## config.mk

```make
export PLATFORM = sky130hd
export DESIGN_NAME = morse_key_capture_flat
export DESIGN_NICKNAME = d
export VERILOG_FILES = /design/src/rtl/morse_key_capture_pkg.sv /design/src/rtl/morse_key_capture_if.sv /design/src/rtl/morse_key_capture_key_debouncer.sv /design/src/rtl/morse_key_capture.sv /design/src/flat_wrapper.sv
export SDC_FILE = /design/constraint.sdc
export NUM_CORES = 1
export LEC_CHECK = 0
export ABC_AREA = 0
export BUFFER_PORTS_ARGS = -buffer_cell sky130_fd_sc_hd__buf_2
export CORE_MARGIN = 3
export CORE_UTILIZATION = 46
export DETAILED_ROUTE_END_ITERATION = 6
export PLACE_DENSITY = 0.71
export SLEW_MARGIN = 10
export SYNTH_ARGS = -nofsm -noshare
export SYNTH_HDL_FRONTEND = slang
export SYNTH_SLANG_ARGS = --single-unit
```

## constraint.sdc

```tcl
create_clock -name clk -period 9.7 [get_ports clk]
set_clock_uncertainty 0.1 [all_clocks]
set_input_delay 0.97 -clock clk [delete_from_list [all_inputs] [get_ports clk]]
set_output_delay 0.97 -clock clk [all_outputs]
set_load 0.01 [all_outputs]
```

## src/rtl/morse_key_capture_pkg.sv

```systemverilog
// Shared types and constants for the Morse key capture front end.
package morse_pkg;

    typedef enum logic [2:0] {
        IDLE    = 3'd0,
        PRESS   = 3'd1,
        GAP     = 3'd2,
        HOLD    = 3'd3,
        WAIT_UP = 3'd4
    } state_t;

    localparam logic MORSE_DOT     = 1'b0;
    localparam logic MORSE_DASH    = 1'b1;
    localparam int   MORSE_MAX_SYM = 5;

    // Defaults assume a 100 MHz clock.
    localparam int DEF_DEBOUNCE_CYC = 1_000_000;
    localparam int DEF_DASH_CYC     = 20_000_000;
    localparam int DEF_GAP_CYC      = 60_000_000;
    localparam int DEF_HOLD_CYC     = 1_000_100;
    localparam int DEF_CNT_W        = 26;

endpackage

```

## src/rtl/morse_key_capture_if.sv

```systemverilog
// Key input, abort pulse and symbol-buffer outputs of the capture stage.
interface morse_key_capture_if;
    import morse_pkg::*;

    logic                     key;
    logic                     clr;
    logic [MORSE_MAX_SYM-1:0] led_morse;
    logic [2:0]               led_cnt;
    logic                     trans;
    logic                     err;
    logic                     busy;

    modport master (
        output key, clr,
        input  led_morse, led_cnt, trans, err, busy
    );

    modport slave (
        input  key, clr,
        output led_morse, led_cnt, trans, err, busy
    );
endinterface

```

## src/rtl/morse_key_capture_key_debouncer.sv

```systemverilog
// Two-flop synchroniser followed by a stable-level debounce filter.
module key_debouncer
    import morse_pkg::*;
#(
    parameter int DEBOUNCE_CYC = DEF_DEBOUNCE_CYC,
    parameter int CNT_W        = DEF_CNT_W
) (
    input  logic clk,
    input  logic rst,
    input  logic key,
    output logic key_db
);
    localparam logic [CNT_W-1:0] DB_LAST = CNT_W'(DEBOUNCE_CYC - 1);
    localparam logic [CNT_W-1:0] CNT_ONE = CNT_W'(1);

    logic             key_meta;
    logic             key_sync;
    logic [CNT_W-1:0] cnt;

    // Bring the asynchronous key into the clk domain.
    always_ff @(posedge clk or posedge rst) begin
        if (rst) begin
            key_meta <= 1'b0;
            key_sync <= 1'b0;
        end else begin
            key_meta <= key;
            key_sync <= key_meta;
        end
    end

    // Accept a new level only after it has differed for DEBOUNCE_CYC cycles in a row.
    always_ff @(posedge clk or posedge rst) begin
        if (rst) begin
            cnt    <= '0;
            key_db <= 1'b0;
        end else if (key_sync == key_db) begin
            cnt <= '0;
        end else if (cnt == DB_LAST) begin
            cnt    <= '0;
            key_db <= key_sync;
        end else begin
            cnt <= cnt + CNT_ONE;
        end
    end
endmodule

```

## src/rtl/morse_key_capture.sv

```systemverilog
// Morse key front end: classifies presses as dot/dash, buffers up to five
// symbols and strobes trans once an inter-letter gap has elapsed.
//
// state   | meaning
// IDLE    | buffer empty, waiting for a press
// PRESS   | key down, dur measuring the press
// GAP     | key up, gap measuring the silence after the last symbol
// HOLD    | letter committed, buffer frozen for the downstream stage
// WAIT_UP | key ignored until it is released
module morse_key_capture
    import morse_pkg::*;
#(
    parameter int DEBOUNCE_CYC = DEF_DEBOUNCE_CYC,
    parameter int DASH_CYC     = DEF_DASH_CYC,
    parameter int GAP_CYC      = DEF_GAP_CYC,
    parameter int HOLD_CYC     = DEF_HOLD_CYC,
    parameter int CNT_W        = DEF_CNT_W
) (
    input logic          clk,
    input logic          rst,
    morse_key_capture_if.slave bus
);
    localparam logic [CNT_W-1:0] DASH_MIN  = CNT_W'(DASH_CYC);
    localparam logic [CNT_W-1:0] GAP_LAST  = CNT_W'(GAP_CYC - 1);
    localparam logic [CNT_W-1:0] HOLD_LAST = CNT_W'(HOLD_CYC - 1);
    localparam logic [CNT_W-1:0] CNT_ONE   = CNT_W'(1);
    localparam logic [2:0]       SYM_FULL  = 3'(MORSE_MAX_SYM);

    state_t                   state;
    logic [CNT_W-1:0]         dur;
    logic [CNT_W-1:0]         gap;
    logic [CNT_W-1:0]         hold;
    logic [MORSE_MAX_SYM-1:0] led_morse;
    logic [2:0]               led_cnt;
    logic                     trans;
    logic                     err;
    logic                     busy;
    logic                     key_db;

    key_debouncer #(
        .DEBOUNCE_CYC (DEBOUNCE_CYC),
        .CNT_W        (CNT_W)
    ) u_db (
        .clk    (clk),
        .rst    (rst),
        .key    (bus.key),
        .key_db (key_db)
    );

    // Capture FSM with its counters, symbol buffer and registered outputs.
    always_ff @(posedge clk or posedge rst) begin
        if (rst) begin
            state     <= IDLE;
            dur       <= '0;
            gap       <= '0;
            hold      <= '0;
            led_morse <= '0;
            led_cnt   <= '0;
            trans     <= 1'b0;
            err       <= 1'b0;
            busy      <= 1'b0;
        end else begin
            trans <= 1'b0;
            case (state)
                IDLE: begin
                    if (key_db) begin
                        dur   <= '0;
                        state <= PRESS;
                    end
                end
                PRESS: begin
                    if (bus.clr) begin
                        led_morse <= '0;
                        led_cnt   <= '0;
                        err       <= 1'b0;
                        state     <= key_db ? WAIT_UP : IDLE;
                    end else if (!key_db) begin
                        if (led_cnt < SYM_FULL) begin
                            led_morse <= {led_morse[MORSE_MAX_SYM-2:0],
                                          (dur >= DASH_MIN) ? MORSE_DASH : MORSE_DOT};
                            led_cnt   <= led_cnt + 3'd1;
                        end else begin
                            err <= 1'b1;
                        end
                        gap   <= '0;
                        state <= GAP;
                    end else if (dur != '1) begin
                        dur <= dur + CNT_ONE;
                    end
                end
                GAP: begin
                    if (bus.clr) begin
                        led_morse <= '0;
                        led_cnt   <= '0;
                        err       <= 1'b0;
                        state     <= key_db ? WAIT_UP : IDLE;
                    end else if (key_db) begin
                        dur   <= '0;
                        state <= PRESS;
                    end else if (gap == GAP_LAST) begin
                        trans <= 1'b1;
                        hold  <= '0;
                        state <= HOLD;
                    end else begin
                        gap <= gap + CNT_ONE;
                    end
                end
                HOLD: begin
                    // The trans cycle itself does not count toward the hold time.
                    if (trans) begin
                        busy <= 1'b1;
                    end else if (hold == HOLD_LAST) begin
                        led_morse <= '0;
                        led_cnt   <= '0;
                        err       <= 1'b0;
                        busy      <= 1'b0;
                        state     <= key_db ? WAIT_UP : IDLE;
                    end else begin
                        hold <= hold + CNT_ONE;
                    end
                end
                WAIT_UP: begin
                    if (bus.clr) begin
                        led_morse <= '0;
                        led_cnt   <= '0;
                        err       <= 1'b0;
                        state     <= key_db ? WAIT_UP : IDLE;
                    end else if (!key_db) begin
                        state <= IDLE;
                    end
                end
                default: state <= IDLE;
            endcase
        end
    end

    assign bus.led_morse = led_morse;
    assign bus.led_cnt   = led_cnt;
    assign bus.trans     = trans;
    assign bus.err       = err;
    assign bus.busy      = busy;
endmodule

```

## src/flat_wrapper.sv

```systemverilog
// flat-port wrapper written by rule: the top's interface ports become plain ports
module morse_key_capture_flat import morse_pkg::*;
#(
    parameter int DEBOUNCE_CYC = DEF_DEBOUNCE_CYC,
    parameter int DASH_CYC     = DEF_DASH_CYC,
    parameter int GAP_CYC      = DEF_GAP_CYC,
    parameter int HOLD_CYC     = DEF_HOLD_CYC,
    parameter int CNT_W        = DEF_CNT_W
)
  (clk, rst, bus_key, bus_clr, bus_led_morse, bus_led_cnt, bus_trans, bus_err, bus_busy);
  morse_key_capture_if bus_i ();
  input logic clk;
  input logic rst;
  input wire logic [$bits(bus_i.key)-1:0] bus_key;
  input wire logic [$bits(bus_i.clr)-1:0] bus_clr;
  output wire logic [$bits(bus_i.led_morse)-1:0] bus_led_morse;
  output wire logic [$bits(bus_i.led_cnt)-1:0] bus_led_cnt;
  output wire logic [$bits(bus_i.trans)-1:0] bus_trans;
  output wire logic [$bits(bus_i.err)-1:0] bus_err;
  output wire logic [$bits(bus_i.busy)-1:0] bus_busy;
  assign bus_i.key = bus_key;
  assign bus_i.clr = bus_clr;
  assign bus_led_morse = bus_i.led_morse;
  assign bus_led_cnt = bus_i.led_cnt;
  assign bus_trans = bus_i.trans;
  assign bus_err = bus_i.err;
  assign bus_busy = bus_i.busy;
  morse_key_capture #(.DEBOUNCE_CYC(DEBOUNCE_CYC), .DASH_CYC(DASH_CYC), .GAP_CYC(GAP_CYC), .HOLD_CYC(HOLD_CYC), .CNT_W(CNT_W)) u_core (.clk(clk), .rst(rst), .bus(bus_i));
endmodule
```

==> results of run 1 <==
[registers in the layout, summed over array words and instances (netlist names), 3 cells and up]
signal and count:
u_core.dur 26, u_core.gap 26, u_core.hold 26, u_core.u_db.cnt 26, u_core.bus.led_morse 5, u_core.bus.led_cnt 3, u_core.state 3
[area by class of cell]
class	instances	area share (%)
timing repair buffer	16	1.15
sequential	121	41.0
multi-input combinational	568	45.2
clock inverter	9	1.97
tap	180	3.05
inverter	23	1.20
clock buffer	22	6.42
[layout by cell type, fill, tap and decap left out, types with 3 or more instances in the layout]
| master | instances |
|---|---|
| dfrtp_1 | 121 |
| nand2_1 | 63 |
| nor2_1 | 61 |
| o21ai_0 | 60 |
| o21ai_1 | 48 |
| nand3_1 | 46 |
| a21oi_1 | 38 |
| a31oi_1 | 33 |
| nand4_1 | 31 |
| and3_1 | 22 |
| inv_1 | 22 |
| o31ai_1 | 17 |
| clkbuf_16 | 17 |
| buf_2 | 14 |
| nor3_1 | 12 |
| and4_1 | 12 |
| or3_1 | 12 |
| xor2_1 | 12 |
| xnor2_1 | 11 |
| nor4_1 | 6 |
| nor2b_1 | 6 |
| and2_1 | 6 |
| a41oi_1 | 6 |
| ha_1 | 6 |
| nor4b_1 | 5 |
| clkinv_2 | 5 |
| mux2i_1 | 4 |
| nand2b_1 | 4 |
| bufinv_16 | 4 |
| or4_1 | 3 |
| o21a_1 | 3 |
| clkbuf_8 | 3 |
[worst max-delay path, cell delays in order (launching register included)]
cell and delay (ns):
dfrtp_1 0.60, or3b_1 0.70, nor3_4 0.37, o22ai_1 0.15, a21oi_1 0.83, a31oi_1 0.20
[synth_stat cells (all sizes together) (7+ instances only)]
master	instances
or3	12
clkbuf	25
xnor2	11
a31oi	33
o31ai	17
nand4	32
buf	20
xor2	12
o21ai	109
inv	23
nand2	64
nor3	16
and3	22
a21oi	39
nor4	7
dfrtp	121
and4	12
and2	7
nor2	62
nand3	46
[cells by family after synthesis]
family | count (synthesis) | synth area share, %
compound gates | 227 | 20.1
flops | 121 | 45.3
simple gates | 306 | 24.7
xor+xnor | 23 | 3.01
mux | 6 | 0.936
buf+inv | 68 | 4.76
fa+ha+maj | 6 | 1.12
[power groups by stage]
stage                     Sequential, W  Clock, W  Combinational, W
after detailed placement       0.000677         0          0.000131
final                          0.000674  0.000665          0.000130
after floorplan                0.000646         0          0.000113
after global routing           0.000688  0.000698          0.000153
after CTS                      0.000670  0.000673          0.000132
after global placement         0.000672         0          0.000124
[layer usage]
metal  vias to the layer above  global-route usage (%)  routed length (um)
li1                       2771                       -                   -
met1                      2841                    25.0                6860
met2                       152                    32.3                7490
met3                        28                    4.42                 654
met4                         0                    8.01                 306
met5                         -                       0                   0
[stage by stage]
| stage | instances | hold WS [ns] | cell area [um^2] | power (W) |
|---|---|---|---|---|
| finish | 939 | 0.254 | 7380 | 0.00147 |
| global route | 939 | 0.264 | 7380 | 0.00154 |
| CTS | 939 | 0.258 | 7380 | 0.00148 |
| detailed placement | 908 | 0.245 | 6760 | 0.000808 |
| global placement | 908 | 0.247 | 6760 | 0.000796 |
| floorplan | 757 | 0.231 | 6680 | 0.000759 |
[final timing paths]
| check | endpoint | slack, ns |
|---|---|---|
| setup / recovery | u_core.hold[8] | 6.57 |
| hold / removal | u_core.u_db.key_sync | 0.25 |
| setup reg to reg | u_core.hold[8] | 6.57 |
| hold reg to reg | u_core.u_db.key_sync | 0.25 |
| max in group asynchronous | u_core.hold[15] | 7.57 |
| min in group asynchronous | u_core.u_db.cnt[15] | 0.50 |
==> flow_metrics.tcl, run 1 <==
set metrics [dict create \
    status "finished clean" \
    p_switching_w 0.000386 \
    reg2regPathDepth 5 \
    worstMarginPinSlew_ns 1.04 \
    multi_input_area_um2 3340 \
    min_period_over_period_pct 32.3 \
    seqPwrFrac_pct 45.9 \
    hold_start "u_core.u_db.key_meta" \
    worstSetupEndpointType "flip-flop" \
    drv_slew 0 \
    routed_wl_um 15300 \
    clock_path_buffers 2 \
    final-setup-viol-count 0 \
    path_clk_slew_ns 0.05 \
    grt_setup_unrepaired "false" \
    ys_types 64 \
    die_w_um 127 \
    finalCriticalPeriod_ns 3.13 \
    cts_setup_buffers 0 \
    syn-num-nets 767 \
    p_sw_share_pct 26.2 \
    critPathKind "reg2reg" \
    tritoncts "yes" \
    synthArstFlopShare_pct 100 \
    ios 15 \
    ys_warn_count 0 \
    viasPerCell 6.17 \
    max_freq_mhz 320 \
    gr-total-overflow 0 \
    netlist_top_cells_area "dfrtp_1, o21ai_0, o21ai_1" \
    num_rows 43 \
    numClockSinks 121 \
    synth_cells 757 \
    yosys_register_bits 121 \
    vias 5792 \
    nets 757 \
    ys_seq_area_share_pct 45.3 \
    cts_buffers 17 \
    hold_viol_final 0 \
    drive_gt1_share_pct 8.30 \
    postLayoutCoreUtil_pct 52.6 \
    drt.antenna.violating_nets 0 \
    clock_latency_ns 0.41 \
    min_path_cells 0 \
    start_kind "flip-flop" \
    syn_area_per_cell_um2 8.83 \
    critPathMaxFanout 20 \
    dpl.hpwl_um 9810 \
    fillerInstances 1277 \
    antennaDiodeCount 0 \
    root_buffer "clkbuf_16" \
    cap_viol_max_count 0 \
    synth_flop_cell "dfrtp_1" \
    worst_slack_ns 6.57 \
    antenna_found_initial 0 \
    power_frac_comb_pct 8.8 \
    gp_congestion 0.848 \
    die_y_um 127 \
    dp_slack_ns 6.63 \
    cellPowerDensity_nw_per_um2 199 \
    vdd_drop_max_mv 0.139 \
    startpoint "u_core.state[1]" \
    reg2reg_from "u_core.state[1]" \
    drc_errors 0 \
    grt_max_degree 81 \
    p_leak_nw 3.05 \
    drtIter0Drc 546 \
    areaGrowthSynthToFinish_pct 10.5 \
    netlist.area_leader.share_pct 45.3 \
    synth_area_um2 6680 \
    cts_hold_buffers 0 \
    critPathRequiredTime_ns 9.84 \
    routedWlPerCell_um 16.3 \
    dr.pass1.iters 5 \
    synth_edf_count 0 \
    groute.usage.overall_pct 19.6 \
    grt_pass1_wl_um 26300 \
    fin_setup_tns_ns 0 \
    grt_pass1_vias 5629 \
    holdCritPathClass "reg2reg" \
    p_clk_share_pct 45.3 \
    p_int_w 0.00108 \
    htree_levels 4 \
    slew_headroom_pct 30.4 \
    portBuffers 14 \
    coreArea_um2 14000 \
    worstPathArrival_ns 3.27 \
    cts.repair.resized 0 \
    yosysTopAreaCell "dfrtp_1" \
    start_util_pct 47.6 \
    die_area_um2 16000 \
    regArea_um2 3030 \
]
(Power assumes the default switching activity.)
==> run 2, diff against run 1 <==
==> constraint.sdc (replaced) <==
create_clock -name clk -period 2.9 [get_ports clk]
set_clock_uncertainty 0.1 [all_clocks]
set_input_delay 0.29 -clock clk [delete_from_list [all_inputs] [get_ports clk]]
set_output_delay 0.29 -clock clk [all_outputs]
set_load 0.01 [all_outputs]
==> flow_metrics.tcl, run 2 (synthesis gave the netlist of run 1 again) <==
set metrics [dict create \
    path_clk_slew_ns 0.06 \
    grt_pass1_vias 5519 \
    grt_setup_unrepaired "false" \
    critPathMaxFanout 21 \
    cellPowerDensity_nw_per_um2 661 \
    drive_gt1_share_pct 9.95 \
    critPathKind "reg2reg" \
    p_leak_nw 3.10 \
    drv_slew 0 \
    max_freq_mhz 389 \
    fin_setup_tns_ns 0 \
    drc_errors 0 \
    antenna_found_initial 0 \
    gr-total-overflow 0 \
    cts_setup_buffers 0 \
    worstSetupEndpointType "flip-flop" \
    hold_ws_ns 0.261 \
    dr.pass1.iters 6 \
    status "finished clean" \
    met3_usage_pct 4.63 \
    grtUsageMet1_pct 25.8 \
    ios 15 \
    drt.antenna.violating_nets 0 \
    mostFrequentLayoutCell "dfrtp_1" \
    postLayoutCoreUtil_pct 53.6 \
    clock_path_buffers 2 \
    htree_levels 4 \
    viasPerCell 6.08 \
    hold_start "u_core.u_db.key_meta" \
    num_rows 43 \
    critPathRequiredTime_ns 3.13 \
    crit_path_top_delay_cell "or4_4" \
    min_path_cells 0 \
    cap_viol_max_count 0 \
    start_util_pct 47.6 \
    clock_latency_ns 0.43 \
    worstMarginPinSlew_ns 0.845 \
    start_kind "flip-flop" \
    tritoncts "yes" \
    worstPathArrival_ns 2.80 \
    use_met2_pct 31.4 \
    routed_wl_um 15400 \
    holdPathEnd "u_core.u_db.key_sync" \
    vias 5801 \
    areaGrowthSynthToFinish_pct 12.6 \
    crit_chain "ha_1, and3_1, nand3_1, or4_4, o21ai_4, o21ai_1, o31ai_1" \
    r2r_slack_ns 0.33 \
    holdCritPathClass "reg2reg" \
    grt_max_degree 63 \
    portBuffers 14 \
    nets 771 \
    routedWlPerCell_um 16.1 \
    finalCriticalPeriod_ns 2.57 \
    die_y_um 127 \
    mostFrequentLayoutCells "dfrtp_1, nand2_1, nor2_1" \
    vdd_drop_max_mv 0.434 \
    root_buffer "clkbuf_16" \
    dp_slack_ns 0.137 \
    drtIter0Drc 547 \
    die_area_um2 16000 \
    grt_busiest_layer "met2" \
    critPathMaxStageDelay_ns 0.53 \
    cts_buffers 17 \
    slew_headroom_pct 43.2 \
    antennaDiodeCount 0 \
    reg2reg_from "u_core.dur[0]" \
    gp_congestion 0.816 \
    coreArea_um2 14000 \
    dpl.hpwl_um 9920 \
    die_w_um 127 \
    hold_viol_final 0 \
    min_period_over_period_pct 88.6 \
    final-setup-viol-count 0 \
    numClockSinks 121 \
    reg2regPathDepth 7 \
    groute.usage.overall_pct 19.6 \
    grt_pass1_wl_um 26200 \
    worst_slack_ns 0.329 \
    rr_endpoint "u_core.dur[15]" \
]
## run 2: changes by cell type in the layout (fill, tap and decap cells not counted)
cell           previous run  this run
clkbuf_8                  3         2
inv_4                     1         0
a21oi_1                  38        37
clkinvlp_4                0         7
dlygate4sd3_1             0         2
buf_4                     2        13
a21oi_2                   0         1
buf_12                    0         1
clkinv_2                  5         1
## run 2: final cells by class
class | count | area, um^2
inverters | 23 | 90.1
clock inverters | 11 | 170
repair buffers | 30 | 208
fillers | 1223 | 6520
well taps | 180 | 225
multi-input cells | 568 | 3340
clock buffers | 21 | 460
flip-flops and latches | 121 | 3030
## run 2: routing by layer
metal  wire, um  share of wire, %
met4        241               1.6
met3        619               4.0
met2       7420                48
met1       7100                46
met5          0                 0
## run 2: worst max-delay path by stage
stage	start	slack, ns	cells after the start	to
final	u_core.dur[0]	0.33	7	u_core.dur[15]
after detailed placement	u_core.gap[18]	0.14	6	u_core.hold[13]
after floorplan	u_core.dur[0]	0.68	10	u_core.dur[13]
after global routing	u_core.hold[1]	0.02	7	u_core.bus.led_cnt[2]
after CTS	u_core.gap[18]	0.11	6	u_core.hold[13]
after global placement	u_core.gap[11]	0.21	6	u_core.hold[4]
## run 2: where the power goes
part / switching (W) / internal (W) / leakage, nW
clock network: 0.000783 / 0.00148 / 0.288
registers: 0.000346 / 0.00192 / 1.64
logic: 0.000228 / 0.000210 / 1.17
## run 2: what timing repair did
action                     in CTS  in global routing
hold endpoints to repair       24                  0
hold buffers                    2                  0
gates resized for setup         0                  1
setup endpoints to repair       0                 12
## run 2: critical path, delay by kind of cell (launching register included)
kind	cells	cell delay (ns)
flip-flops	1	0.40
AO/OA/AOI/OAI	3	0.77
adder cells (fa/ha/maj)	1	0.21
AND/OR/NAND/NOR	3	1.00
## run 2: stage by stage
stage               total power, W  instance area [um^2]  cells
finish                     0.00497                  7520    954
floorplan                  0.00254                  6690    757
global placement           0.00267                  6870    920
detailed placement         0.00271                  6870    920
global route               0.00518                  7520    954
CTS                        0.00499                  7520    954
==> run 3, diff against run 2 <==
--- a/config.mk
+++ b/config.mk
@@ -11,6 +11,7 @@
 export CORE_UTILIZATION = 46
 export DETAILED_ROUTE_END_ITERATION = 6
 export PLACE_DENSITY = 0.71
+export SETUP_SLACK_MARGIN = 0.4
 export SLEW_MARGIN = 10
 export SYNTH_ARGS = -nofsm -noshare
 export SYNTH_HDL_FRONTEND = slang
==> flow_metrics.tcl, run 3 (synthesis gave the netlist of run 1 again) <==
set metrics [dict create \
    status "finished clean" \
    clock_latency_ns 0.43 \
    multi_input_area_um2 3430 \
    cap_viol_max_count 0 \
    routedWlPerCell_um 16.4 \
    groute.usage.overall_pct 19.9 \
    critPathKind "reg2reg" \
    grt_pass1_vias 5589 \
    routed_wl_um 15900 \
    drtIter0Drc 677 \
    hold_viol_final 0 \
    coreArea_um2 14000 \
    holdCritPathClass "reg2reg" \
    vias 5971 \
    grt_pass1_wl_um 26500 \
    die_w_um 127 \
    htree_levels 4 \
    antennaDiodeCount 0 \
    mostFrequentLayoutCells "dfrtp_1, nand2_1, nor2_1" \
    cellPowerDensity_nw_per_um2 643 \
    dp_slack_ns 0.137 \
    slew_headroom_pct 43.3 \
    gr-total-overflow 0 \
    tritoncts "yes" \
    dr.pass1.iters 5 \
    critPathMaxFanout 13 \
    vdd_drop_max_mv 0.434 \
    viasPerCell 6.18 \
    cts_buffers 17 \
    grt_setup_unrepaired "true" \
    worstMarginPinSlew_ns 0.843 \
    gp_congestion 0.816 \
    antenna_found_initial 0 \
    drive_gt1_share_pct 12.2 \
    nets 783 \
    dpl.hpwl_um 9920 \
    mostFrequentLayoutCell "dfrtp_1" \
    start_util_pct 47.6 \
    ios 15 \
    drv_slew 0 \
    worstPathArrival_ns 2.63 \
    areaGrowthSynthToFinish_pct 15.6 \
    critPathRequiredTime_ns 3.15 \
    portBuffers 14 \
    worstSetupEndpointType "flip-flop" \
    p_leak_nw 3.21 \
    clock_path_buffers 2 \
    worst_slack_ns 0.521 \
    start_kind "flip-flop" \
    die_area_um2 16000 \
    regArea_um2 3030 \
    root_buffer "clkbuf_16" \
    finalCriticalPeriod_ns 2.38 \
    num_rows 43 \
    numClockSinks 121 \
    fillerInstances 1197 \
    grt_max_degree 63 \
    drt.antenna.violating_nets 0 \
    final-setup-viol-count 0 \
    die_y_um 127 \
    max_freq_mhz 420 \
    drc_errors 0 \
    fin_setup_tns_ns 0 \
    min_period_over_period_pct 82.0 \
    path_clk_slew_ns 0.06 \
]
-- run 3: cell types whose count changed in the layout (fill, tap and decap cells not counted), moves of 2 or more --
cell,change
and3_1,-2
a21oi_4,+2
nor3_4,+2
buf_4,+7
buf_12,+3
-- run 3: final cells by class --
class                           instances  area share (%)
Multi-Input combinational cell        570            44.4
Sequential cell                       121            39.2
Clock buffer                           21            5.96
Timing Repair Buffer                   40            4.15
Tap cell                              180            2.91
Clock inverter                         11            2.20
Inverter                               23            1.17
-- run 3: path summary, 6_finish.rpt --
path	endpoint	slack [ns]	start	depth (start not counted)
hold / removal	u_core.u_db.key_sync	0.26	u_core.u_db.key_meta	0
min in group asynchronous	u_core.u_db.cnt[18]	0.37	rst	3
setup reg to reg	u_core.gap[25]	0.52	u_core.state[1]	6
hold reg to reg	u_core.u_db.key_sync	0.26	u_core.u_db.key_meta	0
setup / recovery	u_core.gap[25]	0.52	u_core.state[1]	6
max in group asynchronous	u_core.gap[16]	1.49	rst	4
-- run 3: power breakdown --
group          internal (W)  total [W]  switching, W  leakage, nW
logic              0.000211   0.000443      0.000232         1.28
registers           0.00192    0.00227      0.000346         1.64
clock network       0.00148    0.00225      0.000775        0.288
total               0.00361    0.00497       0.00135         3.21
-- run 3: worst max-delay path: stages (launching register included) --
cell	delay (ns)
dfrtp_1	0.52
or3b_1	0.46
nor3_4	0.19
buf_4	0.20
nand2_2	0.18
or4_1	0.54
nand3_1	0.10
-- run 3: per-layer routing --
layer  up-vias  track usage (%)  share of wire [%]
met5         -                0                  0
met3        20             4.72                4.8
li1       2842                -                  -
met4         0             7.95                1.2
met2       161             32.0                 49
met1      2948             26.2                 45
-- run 3: what timing repair did --
| action | CTS | global route |
|---|---|---|
| buffers inserted | 0 | 10 |
| pin swaps | 2 | 7 |
| resized for setup | 3 | 12 |
| hold buffers | 2 | 0 |
| cloned | 2 | 0 |
| hold endpoints to repair | 24 | 0 |
| endpoints found under the setup margin | 48 | 67 |
-- run 3: through the flow --
step	instances	area, um^2	power (W)	hold WS, ns	utilization (%)
4_1_cts	956	7550	0.00499	0.269	53.8
3_5_place_dp	920	6870	0.00271	0.256	48.9
2_1_floorplan	757	6690	0.00254	0.221	-
6_report	966	7730	0.00497	0.261	55.0
3_3_place_gp	920	6870	0.00267	0.262	48.9
5_1_grt	966	7730	0.00518	0.284	55.0
